$ cat config.mk
export PLATFORM = sky130hd
export DESIGN_NAME = pdm_mic_receiver
export DESIGN_NICKNAME = d
export VERILOG_FILES = /design/src/rtl/pdm_pkg.sv /design/src/rtl/pdm_clk_gen.sv /design/src/rtl/pdm_mic_receiver.sv
export SDC_FILE = /design/constraint.sdc
export NUM_CORES = 1
export LEC_CHECK = 0
export ABC_CLOCK_PERIOD_IN_PS = 3220
export BUFFER_PORTS_ARGS = -buffer_cell sky130_fd_sc_hd__buf_2
export CAP_MARGIN = 10
export CORE_MARGIN = 2
export CORE_UTILIZATION = 44
export DETAILED_ROUTE_END_ITERATION = 12
export GPL_TIMING_DRIVEN = 0
export PLACE_DENSITY = 0.72
export REMOVE_ABC_BUFFERS = 1
export SYNTH_ARGS = -nofsm -noshare
export SYNTH_HDL_FRONTEND = slang
export SYNTH_SLANG_ARGS = --single-unit
export TNS_END_PERCENT = 30
$ cat constraint.sdc
create_clock -name clk -period 3.22 [get_ports clk]
set_input_delay 0.644 -clock clk [delete_from_list [all_inputs] [get_ports clk]]
set_output_delay 0.644 -clock clk [all_outputs]
set_load 0.03 [all_outputs]
$ cat src/rtl/pdm_pkg.sv
// Shared constants, FSM state type and width helper for the PDM microphone front end.
package pdm_pkg;

    localparam int CLK_DIV_DEFAULT = 25;
    localparam int DECIM_DEFAULT   = 64;
    localparam int THRESH_DEFAULT  = 32;
    localparam int WARMUP_DEFAULT  = 1024;

    typedef enum logic [0:0] {
        ST_WARMUP = 1'b0,
        ST_RUN    = 1'b1
    } pdm_state_e;

    // A window of DECIM bits can count 0..DECIM ones, hence DECIM+1 codes.
    function automatic int sample_width(input int decim);
        return $clog2(decim + 1);
    endfunction

endpackage

$ cat src/rtl/pdm_clk_gen.sv
// Microphone clock divider: toggles pdm_clk every CLK_DIV system clocks and flags
// the system-clock cycle in which each rising or falling toggle takes effect.
module pdm_clk_gen #(
    parameter int CLK_DIV = 25
) (
    input  logic clk,
    input  logic rst,
    output logic pdm_clk,
    output logic rise,
    output logic fall
);

    localparam int               DIV_W    = $clog2(CLK_DIV);
    localparam logic [DIV_W-1:0] DIV_LAST = DIV_W'(CLK_DIV - 1);
    localparam logic [DIV_W-1:0] DIV_ONE  = DIV_W'(1);

    logic [DIV_W-1:0] div_cnt;
    logic             terminal;

    assign terminal = (div_cnt == DIV_LAST);
    // Strobes mark the cycle whose closing edge changes pdm_clk.
    assign rise     = terminal && !pdm_clk;
    assign fall     = terminal && pdm_clk;

    // Divider counter and pdm_clk register.
    always_ff @(posedge clk) begin
        if (rst) begin
            div_cnt <= '0;
            pdm_clk <= 1'b0;
        end else if (terminal) begin
            div_cnt <= '0;
            pdm_clk <= ~pdm_clk;
        end else begin
            div_cnt <= div_cnt + DIV_ONE;
        end
    end

endmodule

$ cat src/rtl/pdm_mic_receiver.sv
// PDM microphone receiver: clock generation, 2-FF input synchroniser, boxcar decimation
// and valid/ready sample port. Define PDM_STEREO_EN to add the right-channel accumulator.
module pdm_mic_receiver
    import pdm_pkg::*;
#(
    parameter int CLK_DIV  = CLK_DIV_DEFAULT,
    parameter int DECIM    = DECIM_DEFAULT,
    parameter int SAMPLE_W = sample_width(DECIM),
    parameter int THRESH   = THRESH_DEFAULT,
    parameter int WARMUP   = WARMUP_DEFAULT
) (
    input  logic                clk,
    input  logic                rst,
    output logic                pdm_clk,
    input  logic                pdm_data,
    output logic [SAMPLE_W-1:0] sample,
    output logic [SAMPLE_W-1:0] sample_r,
    output logic                sample_valid,
    input  logic                sample_ready,
    output logic                overrun,
    output logic                pdm_level,
    output logic                warm
);

    localparam int                  BIT_W    = $clog2(DECIM);
    localparam int                  WU_W     = $clog2(WARMUP + 1);
    localparam logic [BIT_W-1:0]    BIT_LAST = BIT_W'(DECIM - 1);
    localparam logic [BIT_W-1:0]    BIT_ONE  = BIT_W'(1);
    localparam logic [WU_W-1:0]     WU_LAST  = WU_W'(WARMUP - 1);
    localparam logic [WU_W-1:0]     WU_ONE   = WU_W'(1);
    localparam logic [SAMPLE_W-1:0] THRESH_V = SAMPLE_W'(THRESH);

    logic                rise;
    logic                fall;
    logic [1:0]          sync;
    logic                d_s;
    logic [SAMPLE_W-1:0] d_ext;
    logic [SAMPLE_W-1:0] acc;
    logic [SAMPLE_W-1:0] acc_next;
    logic [BIT_W-1:0]    bit_cnt;
    logic [WU_W-1:0]     wu_cnt;
    logic                window_done;
    pdm_state_e          state;

    pdm_clk_gen #(
        .CLK_DIV (CLK_DIV)
    ) u_clk_gen (
        .clk     (clk),
        .rst     (rst),
        .pdm_clk (pdm_clk),
        .rise    (rise),
        .fall    (fall)
    );

    // Two-stage synchroniser for the asynchronous mic bitstream.
    always_ff @(posedge clk) begin
        if (rst) begin
            sync <= 2'b00;
        end else begin
            sync <= {sync[0], pdm_data};
        end
    end

    assign d_s         = sync[1];
    assign d_ext       = {{(SAMPLE_W - 1){1'b0}}, d_s};
    assign acc_next    = acc + d_ext;
    assign window_done = (state == ST_RUN) && rise && (bit_cnt == BIT_LAST);

    // Warm-up/run FSM, left accumulator and the sample handshake.
    always_ff @(posedge clk) begin
        if (rst) begin
            state        <= ST_WARMUP;
            wu_cnt       <= '0;
            acc          <= '0;
            bit_cnt      <= '0;
            sample       <= '0;
            sample_valid <= 1'b0;
            overrun      <= 1'b0;
            pdm_level    <= 1'b0;
            warm         <= 1'b0;
        end else begin
            if (sample_valid && sample_ready) begin
                sample_valid <= 1'b0;
            end
            case (state)
                ST_WARMUP: begin
                    if (rise) begin
                        if (wu_cnt == WU_LAST) begin
                            state <= ST_RUN;
                            warm  <= 1'b1;
                        end else begin
                            wu_cnt <= wu_cnt + WU_ONE;
                        end
                    end
                end
                ST_RUN: begin
                    if (window_done) begin
                        // A new sample wins over a same-cycle clear from the handshake.
                        sample       <= acc_next;
                        pdm_level    <= (acc_next >= THRESH_V);
                        sample_valid <= 1'b1;
                        acc          <= '0;
                        bit_cnt      <= '0;
                        if (sample_valid && !sample_ready) begin
                            overrun <= 1'b1;
                        end
                    end else if (rise) begin
                        acc     <= acc_next;
                        bit_cnt <= bit_cnt + BIT_ONE;
                    end
                end
                default: begin
                    state <= ST_WARMUP;
                end
            endcase
        end
    end

`ifdef PDM_STEREO_EN
    logic [SAMPLE_W-1:0] acc_right;

    // Right channel is captured on pdm_clk falls and published with the left sample.
    always_ff @(posedge clk) begin
        if (rst) begin
            acc_right <= '0;
            sample_r  <= '0;
        end else if (window_done) begin
            sample_r  <= acc_right;
            acc_right <= '0;
        end else if ((state == ST_RUN) && fall) begin
            acc_right <= acc_right + d_ext;
        end
    end
`else
    logic unused_fall;

    assign unused_fall = fall;
    assign sample_r    = '0;
`endif

endmodule

---- Word-level counts from Yosys, hierarchy flattened ----
Cells that the tools add are included.
storage, ports and cells
  bits in registers ....................... 44
  logic and storage cells ................. 47
cells by class
  add/sub/neg operators ................... 4
  $lt $le $gt $ge ......................... 1
  equality and inequality tests ........... 3
  mux-type cells .......................... 10
  bitwise operators ....................... 3
  reduce and logical (&&, ||, !) cells .... 14
operators by type and width
  cell                   number
  $mux 7                 2
  $mux 6                 2
  $add 11x1->11 const B  1
  $eq 11x10->1 const B   1
  $reduce_and 3->1       3
  $add 7x1->7            1
  $ge 7x6->1 const B     1
  $add 6x1->6 const B    1
  $eq 6x6->1 const B     1
  $mux 1                 6
  $add 5x1->5 const B    1
  $eq 5x5->1 const B     1
  $logic_and 1x1->1      5
  $reduce_and 2->1       2
  $not 1->1              3
  $logic_not 1->1        2
  $reduce_bool 2->1      1
  $reduce_or 2->1        1

---- Depth between registers and ports, before layout ----
Gate-level depths: netlist (run 1).
  word-level depth ........................ 6
  mapped depth ............................ 8
  mapped depth without buffers ............ 6

---- Modules after synthesis ----
Synthesis (run 1) repeated with hierarchy kept, for this count alone.
second synthesis, totals
  cells, all modules ...................... 226
  area, all modules ....................... 2,045.7 um^2
by module, submodules not included
  module            times used  cells each  area each (um^2)  sequential area each (um^2)
  pdm_mic_receiver  1           197         1,737.9           760.7
  pdm_clk_gen       1           29          307.8             120.1

---- Worst setup path before layout (run 1) ----
OpenSTA, ideal clock, no wires.
  kind .................................... register to register
  start point ............................. register acc[0]
  end point ............................... register sample[6]
  arrival ................................. 1,703 ps
  required time ........................... 3,162 ps
  path slack .............................. 1,459 ps
  stages on the path, launching flop included .. 7
  path buffers ............................ 0
  cell sequence ........................... dfxtp_1 > ha_1 > ha_1 > nand3_1 > or3_1 > a2111oi_0 > a21o_1
between the ends
  cells in the longest elaborated chain, start to end .. 1
ends and longest elaborated chain
  item                    line                     text
  start, declared         pdm_mic_receiver.sv:38   logic [SAMPLE_W-1:0] acc;
  start signal, assigned  pdm_mic_receiver.sv:108  acc <= acc_next;
  $add 7x1->7             pdm_mic_receiver.sv:66   assign acc_next = acc + d_ext;
  end signal, assigned    pdm_mic_receiver.sv:99   sample <= acc_next;
  end, declared           pdm_mic_receiver.sv:16   output logic [SAMPLE_W-1:0] sample,
No other way between the ends.
A chain may end at the register's enable or synchronous reset.

---- Worst setup path after layout (run 1) ----
Ends and elaborated chain as after synthesis.

==> flow_summary.yaml, run 1 <==
min_path:
  hold_start: "sync[0]"
  min_path_cells: 1
  hold_path_class: "reg -> reg"
  min_to: "sync[1]"
global_route:
  grt_max_degree: 32
  grt.total_usage: 0.1509
  overflow: 0
  grt_pass1_wl_mm: 6.182
  antenna_found_initial: 0
  grt_pass1_vias: 1445
floorplanning:
  io-pin-count: 23
  std_cell_rows: 24
  die_y_um: 71.50
  die_w_um: 71.50
  dieArea_um2: 5112
  start_util: 0.4572
  core_area_um2: 4384
sta:
  grt_setup_unrepaired: "no"
  max_freq_mhz: 495.3
  min_period_ps: 2019
  fin_crit_sh: 0.6271
  hold_viol_final: 0
  setup_tns_ps: 0
  whs_ps: 443.9
  finalSetupViolCount: 0
  fin_skew_ps: 5.147
  slew_headroom: 0.5105
  tightest_slew_ps: 728.6
  maxSlewViolCount: 0
cts:
  cts_setup_buffers: 0
  clock_path_buffers: 2
  cts_max_level: 2
  clk_latency_ps: 300
  numClockSinks: 44
  clk_pin_slew_ps: 80
  ctsHoldBuffers: 0
  numCtsBuffers: 5
  cts_resized: 0
  cts_tree: "yes"
  cts-root-buf: "clkbuf_8"
worst_setup_path:
  reg2reg_to: "sample[6]"
  path_common_cell: "ha_1"
  cpPeakStageDelay_ps: 460
  worstSetupEndpointType: "register"
  crit_slowest_cell: "a2111oi_0"
  path_cells: "ha_1 > ha_1 > nand3_1 > or3_1 > a2111oi_0 > a21o_1"
  start_kind: "register"
  crit_buf_inv: 0
  path_class: "reg -> reg"
  worstPathRequired_ps: 3480
  r2r-start: "acc[0]"
  cp.arrival_ps: 2280
  reg2reg_depth: 6
  ff2ff_setup_slack_ps: 1200
  path_delay_family: "simple AND/OR/NAND/NOR gates"
  critPathMaxFanout: 5
layout:
  insertedDiodeCount: 0
  nNetsFinal: 245
  stdcell_area_um2: 2163
  drive_gt1_frac: 0.1229
  layout.cells.non_filler: 288
  most-common-layout-cells: "dfxtp_1 (44), a21oi_1 (21), nand2_1 (17)"
  syn2layout_area_growth_pct: 7.927
  nFillCells: 435
  final_common_cell: "dfxtp_1"
place:
  dp_hpwl_mm: 2.518
  placed_cells: 279
  placed_area_um2: 2066
  gp_congestion: 0.7791
  port_buffers: 15
drt:
  ant_nets: 0
  vias_per_cell: 5.622
  drt-total-wl_mm: 3.739
  firstDrtPassIters: 4
  wire_per_inst_um: 12.98
  drc: 0
  via_count: 1619
  drt_iter0_markers: 72
logic_synthesis:
  synth_edf_count: 0
  synthCells: 220
  syn_area_um2: 2004
  ys_warn_count: 0
  synth_flop_cell: "dfxtp_1"
  async_flop_share: 0
  synth_seq_area_share: 0.4395
  synth.distinct_cells: 44
  syn_area_per_cell_um2: 9.111
  ys_ff_latch: 44
power:
  ir_drop_mv: 0.2975
  leakage_nw: 0.8026
  power_density_nw_per_um2: 435.8
run:
  drv_cap: 0
status:
  status: "finished, final reports clean"
-- sequential cells by signal, summed over array words and instances (netlist names) --
name               cells
acc                    7
bit_cnt                6
overrun                1
pdm_level              1
sample                 7
sample_valid           1
state                  1
sync                   2
u_clk_gen.div_cnt      5
u_clk_gen.pdm_clk      1
warm                   1
wu_cnt                11
-- cell usage after synthesis (6+ instances only) --
cell     number  share of area
a21oi_1      21          0.052
a22o_1        6          0.026
buf_4         7          0.026
dfxtp_1      44           0.44
ha_1          6          0.037
inv_1         9          0.017
nand2_1      17          0.032
nand3_1      10          0.025
nor2_1       13          0.024
o21ai_0      10          0.025
o31ai_1       6          0.022
or4_1         7          0.026
-- layer usage --
| metal | share of wire | track usage | wire [µm] |
|---|---|---|---|
| met1 | 0.47 | 0.1851 | 1758 |
| met2 | 0.47 | 0.2490 | 1761 |
| met4 | 0.020 | 0.06499 | 74 |
| met5 | 0 | 0 | 0 |
| met3 | 0.039 | 0.04079 | 145 |
-- cells by family (layout without fill, tap and decap cells) --
group / after synthesis / in the layout / synth area share
compound gates: 59 / 59 / 0.1935
xor+xnor: 10 / 10 / 0.04369
fa+ha+maj: 6 / 6 / 0.03745
buf+inv: 23 / 33 / 0.06741
flops: 44 / 44 / 0.4394
other cells: 1 / 7 / 0.001871
simple gates: 77 / 77 / 0.2166
-- per-stage QoR --
| step | utilization | setup WS [ps] | total power, W |
|---|---|---|---|
| 6_report | 0.4934 | 1201 | 0.0009429 |
| 5_1_grt | 0.4934 | 1038 | 0.0009819 |
| 3_3_place_gp | 0.4712 | 1139 | 0.0005947 |
| 3_5_place_dp | 0.4712 | 1052 | 0.0005955 |
| 2_1_floorplan | - | 1454 | 0.0005844 |
| 4_1_cts | 0.4923 | 1012 | 0.0009514 |
-- power breakdown --
group	internal (W)	leakage, nW	total, W	switching [W]
clock	0.000171	0.0510	0.000360	0.000189
combinational	0.00000677	0.396	0.0000314	0.0000246
sequential	0.000548	0.355	0.000551	0.00000322
total	0.000726	0.803	0.000943	0.000217
-- area by class of cell --
type,instances,area [µm²],share of cell area
clock buffer,6,82.58,0.03817
clock inverter,2,10.01,0.004627
inverter,9,33.78,0.01562
multi-input combinational,159,1011,0.4673
sequential,44,880.8,0.4072
tap,52,65.06,0.03008
timing repair buffer,16,80.08,0.03702
-- worst register-to-register path, delay by kind of cell, from the launching register on --
kind | cells | cell delay [ps]
flip-flops | 1 | 340
AO/OA/AOI/OAI | 2 | 580
adder cells (fa/ha/maj) | 2 | 410
AND/OR/NAND/NOR | 2 | 630
-- worst max-delay path by stage --
| stage | from | endpoint | slack [ps] | cells past startpoint |
|---|---|---|---|---|
| after detailed placement | wu_cnt[3] | wu_cnt[0] | 1050 | 4 |
| after CTS | wu_cnt[3] | wu_cnt[0] | 1010 | 4 |
| after global placement | wu_cnt[3] | wu_cnt[1] | 1140 | 4 |
| final | acc[0] | sample[6] | 1200 | 6 |
| after floorplan | u_clk_gen.div_cnt[0] | bit_cnt[5] | 1450 | 6 |
| after global routing | u_clk_gen.div_cnt[0] | sample[3] | 1040 | 6 |
Note: power is estimated with default switching activity, not from simulation.
==> inputs of run 2 (changes only) <==
--- a/config.mk
+++ b/config.mk
@@ -5,7 +5,7 @@
 export SDC_FILE = /design/constraint.sdc
 export NUM_CORES = 1
 export LEC_CHECK = 0
-export ABC_CLOCK_PERIOD_IN_PS = 3220
+export ABC_CLOCK_PERIOD_IN_PS = 1950
 export BUFFER_PORTS_ARGS = -buffer_cell sky130_fd_sc_hd__buf_2
 export CAP_MARGIN = 10
 export CORE_MARGIN = 2
==> constraint.sdc (replaced) <==
create_clock -name clk -period 1.95 [get_ports clk]
set_input_delay 0.39 -clock clk [delete_from_list [all_inputs] [get_ports clk]]
set_output_delay 0.39 -clock clk [all_outputs]
set_load 0.03 [all_outputs]
==> run 2 against run 1 <==
Fmax is 10% higher. Combinational power is 71% higher. Clock-buffer cell count unchanged. Clock skew rose by 0.91 ps. Sequential power grew 65%. Final area is 6.4% higher. Die area stayed put. Hold slack worse by 150 ps. Total power grew 65%. Clock power increased by 64%. Wire length rose by 8.3%. Via count rose by 2.0%. Critical path type unchanged. Critical endpoint is now acc[6]. Largest cell class unchanged. Largest power group unchanged.
==> flow_summary.yaml, run 2 (synthesis results as in run 1) <==
status:
  status: "finished, final reports clean"
layout:
  syn2layout_area_growth_pct: 14.86
  multiInputGateArea_um2: 1082
  final_common_cell: "dfxtp_1"
  seq_area_um2: 880.8
  largest_register: "wu_cnt"
  nFillCells: 425
  post-route-util: 0.5251
  nNetsFinal: 253
  layout.cells.non_filler: 296
  largest_register_ffs: 11
  insertedDiodeCount: 0
  top_regs: "wu_cnt (11), acc (7), sample (7)"
  most-common-layout-cells: "dfxtp_1 (44), a21oi_1 (20), nand2_1 (17)"
  stdcell_area_um2: 2302
  drive_gt1_frac: 0.1844
drt:
  drc: 0
  ant_nets: 0
  drt_iter0_markers: 69
  vias_per_cell: 5.581
  drt-total-wl_mm: 4.048
  wire_per_inst_um: 13.68
  via_count: 1652
  firstDrtPassIters: 4
cts:
  clock_path_buffers: 2
  ctsHoldBuffers: 0
  cts_max_level: 2
  numClockSinks: 44
  cts-root-buf: "clkbuf_8"
  cts_tree: "yes"
  clk_latency_ps: 300
  numCtsBuffers: 5
  clk_pin_slew_ps: 80
floorplanning:
  io-pin-count: 23
  start_util: 0.4572
  die_w_um: 71.50
  die_y_um: 71.50
  dieArea_um2: 5112
  std_cell_rows: 24
  core_area_um2: 4384
worst_setup_path:
  path_delay_family: "simple AND/OR/NAND/NOR gates"
  crit_buf_inv: 0
  path_class: "reg -> reg"
  worstSetupEndpointType: "register"
  critPathMaxFanout: 5
  start_kind: "register"
  cpPeakStageDelay_ps: 430
  crit_slowest_cell: "or3_4"
  path_cells: "ha_1 > ha_2 > nand3_2 > or3_4 > a211o_1 > a21oi_1"
  worstPathRequired_ps: 2180
  cp.arrival_ps: 2070
sta:
  min_period_ps: 1836
  maxSlewViolCount: 0
  hold_viol_final: 0
  fin_crit_sh: 0.9413
  tightest_slew_ps: 631.0
  slew_headroom: 0.5793
  finalSetupViolCount: 0
  grt_setup_unrepaired: "yes"
  max_freq_mhz: 544.8
  fin_skew_ps: 6.052
power:
  power_density_nw_per_um2: 675.8
  ir_drop_mv: 0.5023
  leakage_nw: 0.8534
place:
  gp_congestion: 0.7791
  dp_hpwl_mm: 2.518
  port_buffers: 15
  placed_cells: 279
  placed_area_um2: 2066
min_path:
  hold_path_class: "in -> reg"
global_route:
  antenna_found_initial: 0
  grt_max_degree: 32
  grt_pass1_wl_mm: 6.334
  overflow: 0
  grt.total_usage: 0.1551
  grt_pass1_vias: 1467
run:
  drv_cap: 0
## run 2: cell types whose count changed in the layout (fill, tap and decap cells not counted), sizes merged
cell / before / now
nand3: 11 / 12
buf: 15 / 23
clkbuf: 7 / 6
## run 2: metal layers
metal  global-route usage  share of wire  up-vias
met1               0.1896           0.46      787
met5                    0              0        -
met3              0.04079          0.030        6
met4              0.07338          0.017        0
li1                     -              -      840
met2               0.2541           0.49       19
## run 2: report_power, final
part           leakage (nW)  switching (W)  internal [W]
registers             0.355     0.00000525      0.000905
clock network        0.0510       0.000310      0.000283
logic                 0.447      0.0000417     0.0000119
total                 0.853       0.000357       0.00120
## run 2: area by class of cell
type | count | share of cell area
Clock buffer | 6 | 0.03587
Clock inverter | 2 | 0.004348
Multi-Input combinational cell | 160 | 0.4701
Inverter | 9 | 0.01467
Tap cell | 52 | 0.02826
Timing Repair Buffer | 23 | 0.06413
Sequential cell | 44 | 0.3826
## run 2: what timing repair did
| action | CTS | global route |
|---|---|---|
| pin swaps | 0 | 2 |
| setup buffers | 0 | 8 |
| resized for setup | 5 | 8 |
| setup endpoints to repair | 21 | 21 |
| gates cloned | 0 | 1 |
## run 2: worst paths after layout
path,depth (start not counted),slack (ps),endpoint,from
worst max-delay path,6,110,acc[6],acc[0]
worst max register to register,6,110,acc[6],acc[0]
worst min register to register,1,450,sync[1],sync[0]
worst min-delay path,2,290,sync[0],pdm_data
## run 2: stage by stage
stage | setup slack, ps | hold slack (ps) | total power (W) | TNS, ps
6_report | 114.4 | 292.4 | 0.001556 | 0
5_1_grt | -11.49 | 300.8 | 0.001624 | -38.15
4_1_cts | 12.23 | 293.5 | 0.001571 | 0
3_5_place_dp | -217.5 | 431.0 | 0.0009834 | -1762
3_3_place_gp | -131.3 | 418.0 | 0.0009820 | -1024
2_1_floorplan | 184.2 | 413.8 | 0.0009649 | 0
